### config.mk
export PLATFORM = sky130hd
export DESIGN_NAME = wb_arbiter2
export DESIGN_NICKNAME = d
export VERILOG_FILES = /design/src/rtl/wb_arb_pkg.sv /design/src/rtl/wb_rr_pick.sv /design/src/rtl/wb_arbiter2.sv
export SDC_FILE = /design/constraint.sdc
export NUM_CORES = 1
export LEC_CHECK = 0
export CORE_AREA = 10 10 116 118
export DETAILED_ROUTE_END_ITERATION = 16
export DIE_AREA = 0 0 126 128
export PLACE_DENSITY = 0.75
export SETUP_SLACK_MARGIN = 0.5
export SLEW_MARGIN = 20
export SYNTH_ARGS = -nofsm -noshare
export SYNTH_HDL_FRONTEND = slang
export SYNTH_SLANG_ARGS = --single-unit
### constraint.sdc
create_clock -name i_clk -period 1.95 [get_ports i_clk]
set_clock_uncertainty 0.2 [all_clocks]
set_input_delay 0.39 -clock i_clk [delete_from_list [all_inputs] [get_ports i_clk]]
set_output_delay 0.39 -clock i_clk [all_outputs]
set_load 0.02 [all_outputs]
### src/rtl/wb_arb_pkg.sv
// Shared types and constants for the Wishbone arbiters.
package wb_arb_pkg;

  localparam int ADDR_W = 32;
  localparam int DATA_W = 32;
  localparam int SEL_W  = DATA_W / 8;

  localparam logic M0 = 1'b0;
  localparam logic M1 = 1'b1;

  typedef enum logic [1:0] {
    IDLE  = 2'd0,
    OWN   = 2'd1,
    TOERR = 2'd2
  } arb_state_e;

endpackage

### src/rtl/wb_rr_pick.sv
// Combinational two-way round-robin picker: one-hot grant, favouring the
// requester that did not win last time.
module wb_rr_pick
  import wb_arb_pkg::*;
(
  input  logic [1:0] req,
  input  logic       last,
  output logic [1:0] grant
);

  // pick winner from request vector and last owner
  always_comb begin
    grant = 2'b00;
    case (req)
      2'b01:   grant = 2'b01;
      2'b10:   grant = 2'b10;
      2'b11:   grant = (last == M0) ? 2'b10 : 2'b01;
      default: grant = 2'b00;
    endcase
  end

endmodule

### src/rtl/wb_arbiter2.sv
// Two-master, one-slave Wishbone arbiter with round-robin ownership per
// cycle and a watchdog that terminates unanswered transfers with err.
module wb_arbiter2
  import wb_arb_pkg::*;
#(
  parameter int TIMEOUT      = 255,
  parameter int DEFAULT_PRIO = 0
) (
  input  logic              i_clk,
  input  logic              i_rst,
  input  logic              m0_cyc,
  input  logic              m0_stb,
  input  logic              m0_we,
  input  logic [ADDR_W-1:0] m0_addr,
  input  logic [SEL_W-1:0]  m0_sel,
  input  logic [DATA_W-1:0] m0_data_wr,
  output logic              m0_ack,
  output logic              m0_err,
  output logic [DATA_W-1:0] m0_data_rd,
  input  logic              m1_cyc,
  input  logic              m1_stb,
  input  logic              m1_we,
  input  logic [ADDR_W-1:0] m1_addr,
  input  logic [SEL_W-1:0]  m1_sel,
  input  logic [DATA_W-1:0] m1_data_wr,
  output logic              m1_ack,
  output logic              m1_err,
  output logic [DATA_W-1:0] m1_data_rd,
  output logic              s_cyc,
  output logic              s_stb,
  output logic              s_we,
  output logic [ADDR_W-1:0] s_addr,
  output logic [SEL_W-1:0]  s_sel,
  output logic [DATA_W-1:0] s_data_wr,
  input  logic              s_ack,
  input  logic              s_err,
  input  logic [DATA_W-1:0] s_data_rd,
  output logic [1:0]        o_grant,
  output logic              o_timeout
);

  localparam int WDOG_W = $clog2(TIMEOUT + 1);
  localparam logic [WDOG_W-1:0] WDOG_MAX  = WDOG_W'(TIMEOUT);
  localparam logic [WDOG_W-1:0] WDOG_FIRE = WDOG_W'(TIMEOUT - 1);
  localparam logic LAST_RST = (DEFAULT_PRIO == 0) ? M1 : M0;

  arb_state_e        state_r, state_s;
  logic [1:0]        grant_r, grant_s, pick_s;
  logic              last_r, last_s;
  logic [WDOG_W-1:0] wdog_r, wdog_s;
  logic              timeout_r, timeout_s;

  logic              g_cyc_s, g_stb_s, g_we_s;
  logic [ADDR_W-1:0] g_addr_s;
  logic [SEL_W-1:0]  g_sel_s;
  logic [DATA_W-1:0] g_data_s;

  wb_rr_pick u_pick (
    .req   ({m1_cyc, m0_cyc}),
    .last  (last_r),
    .grant (pick_s)
  );

  assign g_cyc_s  = grant_r[1] ? m1_cyc     : m0_cyc;
  assign g_stb_s  = grant_r[1] ? m1_stb     : m0_stb;
  assign g_we_s   = grant_r[1] ? m1_we      : m0_we;
  assign g_addr_s = grant_r[1] ? m1_addr    : m0_addr;
  assign g_sel_s  = grant_r[1] ? m1_sel     : m0_sel;
  assign g_data_s = grant_r[1] ? m1_data_wr : m0_data_wr;

  assign o_grant   = grant_r;
  assign o_timeout = timeout_r;

  // next-state, grant, round-robin history and watchdog
  always_comb begin
    state_s   = state_r;
    grant_s   = grant_r;
    last_s    = last_r;
    wdog_s    = wdog_r;
    timeout_s = 1'b0;
    case (state_r)
      IDLE: begin
        wdog_s = '0;
        if (pick_s != 2'b00) begin
          grant_s = pick_s;
          last_s  = pick_s[1];
          state_s = OWN;
        end else begin
          grant_s = 2'b00;
        end
      end
      OWN: begin
        if (!g_cyc_s) begin
          state_s = IDLE;
          grant_s = 2'b00;
          wdog_s  = '0;
        end else if (s_ack || s_err) begin
          // a response on the firing cycle beats the watchdog
          wdog_s = '0;
        end else if (g_stb_s) begin
          if (wdog_r >= WDOG_FIRE) begin
            state_s   = TOERR;
            timeout_s = 1'b1;
            wdog_s    = WDOG_MAX;
          end else begin
            wdog_s = wdog_r + WDOG_W'(1);
          end
        end else begin
          wdog_s = wdog_r;
        end
      end
      TOERR: begin
        state_s = IDLE;
        grant_s = 2'b00;
      end
      default: begin
        state_s = IDLE;
        grant_s = 2'b00;
        wdog_s  = '0;
      end
    endcase
  end

  // state registers with synchronous reset
  always_ff @(posedge i_clk) begin
    if (i_rst) begin
      state_r   <= IDLE;
      grant_r   <= 2'b00;
      last_r    <= LAST_RST;
      wdog_r    <= '0;
      timeout_r <= 1'b0;
    end else begin
      state_r   <= state_s;
      grant_r   <= grant_s;
      last_r    <= last_s;
      wdog_r    <= wdog_s;
      timeout_r <= timeout_s;
    end
  end

  // bus routing between the owning master and the slave
  always_comb begin
    s_cyc      = 1'b0;
    s_stb      = 1'b0;
    s_we       = 1'b0;
    s_addr     = '0;
    s_sel      = '0;
    s_data_wr  = '0;
    m0_ack     = 1'b0;
    m0_err     = 1'b0;
    m0_data_rd = '0;
    m1_ack     = 1'b0;
    m1_err     = 1'b0;
    m1_data_rd = '0;
    case (state_r)
      OWN: begin
        s_cyc     = g_cyc_s;
        s_stb     = g_stb_s;
        s_we      = g_we_s;
        s_addr    = g_addr_s;
        s_sel     = g_sel_s;
        s_data_wr = g_data_s;
        if (grant_r[1]) begin
          m1_ack     = s_ack;
          m1_err     = s_err;
          m1_data_rd = s_data_rd;
        end else begin
          m0_ack     = s_ack;
          m0_err     = s_err;
          m0_data_rd = s_data_rd;
        end
      end
      TOERR: begin
        if (grant_r[1]) begin
          m1_err = 1'b1;
        end else begin
          m0_err = 1'b1;
        end
      end
      default: begin
        s_cyc = 1'b0;
      end
    endcase
  end

endmodule

==> flow_metrics.env <==
export IMPL_timing_rr_start="state_r[1]"
export IMPL_path_clk_slew_ps=50
export IMPL_path_cells="inv_2 -> ha_4 -> buf_12 -> buf_12 -> a21oi_4 -> and3b_2 -> buf_6"
export IMPL_worst_path_max_delay_cell="dfxtp_2"
export IMPL_cts_num_sinks=14
export IMPL_post_synth_cell_area_avg_um2=7.46
export IMPL_grt_pass1_wl_um=24000
export IMPL_path_class="flop to primary output"
export IMPL_initial_core_util_pct=22.3
export IMPL_reg2reg_setup_slack_ps=-80
export IMPL_synth_ff_type="dfxtp_1"
export IMPL_cts_tree="built"
export IMPL_first_iter_violations=163
export IMPL_cp_arrival_ps=1590
export IMPL_globalplace_congestion=0.840
export IMPL_worstRegToRegCells=11
export IMPL_cp_required_ps=1360
export IMPL_num_io_pins=320
export IMPL_port_buffers=319
export IMPL_area_growth_pct=254
export IMPL_yosysWarnings=0
export IMPL_met1_length_um=7210
export IMPL_drv_cap=0
export IMPL_multi_input_area_mm2=0.00361
export IMPL_powerDensity_mw_per_mm2=476
export IMPL_core_area_mm2=0.0112
export IMPL_met3_length_um=1420
export IMPL_fillers=643
export IMPL_hold_start="o_grant[0]"
export IMPL_violations="setup timing"
export IMPL_power_total_w=0.00422
export IMPL_ys_types=35
export IMPL_die_area_mm2=0.0161
export IMPL_hold_end="o_grant[0]"
export IMPL_routed_wl_um=19900
export IMPL_regToRegEndpoint="wdog_r[4]"
export IMPL_htreeDepth=1
export IMPL_diodes=0
export IMPL_routed_top_layer="met4"
export IMPL_period_needed_ps=2180
export IMPL_cts_hold_buf=0
export IMPL_ys_ff_latch=14
export IMPL_antenna_found_initial=0
export IMPL_period_share_pct=112
export IMPL_cp_startpoint="state_r[1]"
export IMPL_worst_path_largest_cell_delay_ps=330
export IMPL_setup_ws_ps=-230
export IMPL_wl_met2_um=11100
export IMPL_ant_nets=0
export IMPL_synth_top_cell_area_share_pct=28.0
export IMPL_final_nets=909
export IMPL_overflow=0
export IMPL_start_kind="flop"
export IMPL_num_rows=39
export IMPL_yosysTopAreaCell="mux2i_1"
export IMPL_vdd_drop_max_uv=311
export IMPL_regArea_um2=288
export IMPL_tns_ps=-19160
export IMPL_synth_nets=520
export IMPL_syn_inst=336
export IMPL_drv_slew=0
export IMPL_dpl_cell_area_mm2=0.00688
export IMPL_syn_cell_area_mm2=0.00250
export IMPL_setup_viol=147
export IMPL_clock_path_buffers=2
export IMPL_status="finished with violations"
export IMPL_drive_gt1_share_pct=64.4
export IMPL_synth_area_leaders="mux2i_1, nor2b_1, dfxtp_1"
export IMPL_die_x_um=126
export IMPL_hold_viol_final=0
export IMPL_drtPass1Iterations=4
export IMPL_grt_use_total_pct=18.2
export IMPL_numCtsBuffers=3
export IMPL_synth_edf_count=0
export IMPL_rsz0062_at_grt="yes"
export IMPL_die_y_um=128
export IMPL_post_drt_wl_per_cell_um=23.0
export IMPL_hp_class="flop to flop"
export IMPL_grt_max_degree=50
export IMPL_vias_per_cell=4.80
export IMPL_clockRootBuffer="clkbuf_16"
export IMPL_postLayoutCellArea_mm2=0.00887
export IMPL_vias=4164
export IMPL_ys_async_sr_fraction_pct=0
export IMPL_hold_slack_ps=295
export IMPL_clk_latency_ps=250
export IMPL_max_freq_ghz=0.459
export IMPL_dp_hpwl_um=13800
export IMPL_holdPathStages=2
export IMPL_cp_end_kind="primary output"
export IMPL_relSlewSlack_pct=69.8
export IMPL_p_leak_nw=3.58
export IMPL_crit_fanout=10
export IMPL_pre_cts_slack_ps=-478
export IMPL_drc=0
export IMPL_seq_area_frac_synth_pct=11.2
export IMPL_worstMarginPinSlew_ps=453
export IMPL_cpMostUsedCell="buf_12"
export IMPL_grt_pass1_vias=4079
per-layer routing:
metal,vias up,global-route usage [%]
met4,0,2.48
met3,10,6.62
li1,1956,-
met5,-,0
met1,1988,18.1
met2,210,35.7
placed cells by master (no fill, tap or decap), types with 3 or more instances in the layout:
cell type / count
mux2i_4: 57
clkdlybuf4s50_1: 174
dfxtp_2: 3
nor2b_2: 13
o21ai_0: 3
buf_8: 6
nor2_1: 8
clkbuf_2: 4
nor3_1: 3
and2_4: 34
nand2_1: 9
nand3_1: 4
mux2i_1: 8
inv_1: 3
nor2b_1: 3
and3_2: 11
clkbuf_16: 14
buf_4: 35
buf_12: 26
ha_1: 3
o21ai_1: 7
dfxtp_1: 10
nor2b_4: 57
dlymetal6s2s_1: 4
buf_6: 150
and3_4: 23
a21oi_1: 6
mux2i_2: 5
kinds of logic after synthesis:
family / synth area share (%)
and+or+nand+nor: 42.5
AOI/OAI and AO/OA: 8.69
adders and majority gates: 3.00
DFF: 11.2
buffers and inverters: 5.59
muxes: 29.0
critical path, delay by kind of cell, from the launching register on:
kind,cells,cell delay [ps]
DFF,1,330
and+or+nand+nor,1,240
AOI/OAI and AO/OA,1,160
buffers and inverters,4,460
adders and majority gates,1,160
Yosys cell counts, types with 2 or more instances:
master	number
clkbuf_1	21
nor2b_1	73
a21oi_1	9
inv_1	4
nor2_1	8
mux2i_1	70
o21ai_1	7
buf_2	7
a31oi_1	2
and3_1	35
ha_1	6
nand4_1	2
nand2b_1	2
o21ai_0	4
nand2_1	10
o2111ai_1	2
and2_1	34
nor3_1	4
nand3_1	5
a21o_1	2
nor3b_1	2
dfxtp_1	14
power by group:
part / switching [W] / internal, W
sequential: 0.0000169 / 0.000299
combinational: 0.00143 / 0.00208
clock: 0.000121 / 0.000277
total: 0.00157 / 0.00266
how the worst max path moves through the flow:
| stage | end | slack (ps) | depth (start not counted) |
|---|---|---|---|
| final | m1_err | -230 | 7 |
| after global routing | m1_err | -270 | 7 |
| after detailed placement | m1_err | -480 | 4 |
| after floorplan | m1_err | 170 | 6 |
| after CTS | s_data_wr[9] | -270 | 5 |
| after global placement | m1_err | -470 | 4 |
final cells by class:
cell class                      count  share of cell area (%)
Clock buffer                        4                   0.888
Inverter                            5                   0.268
Multi-Input combinational cell    288                    40.7
Sequential cell                    14                    3.24
Tap cell                          143                    2.02
Timing Repair Buffer              413                    52.9
through the flow:
step / utilization [%] / cells
after global placement: 61.3 / 799
after detailed placement: 61.3 / 799
final: 79.1 / 867
after CTS: 63.6 / 803
after global routing: 79.1 / 867
after floorplan: - / 336
state kept, by name (all words and copies together) (netlist names):
name       flops
wdog_r         8
state_r        2
o_grant        2
last_r         1
o_timeout      1
repair_timing:
action	4_1_cts	5_1_grt
cloned	0	16
buffers inserted	0	48
endpoints found under the setup margin	156	156
gates resized for setup	472	520
pin swaps	1	10
No activity file was read; power rests on OpenSTA's default activity.
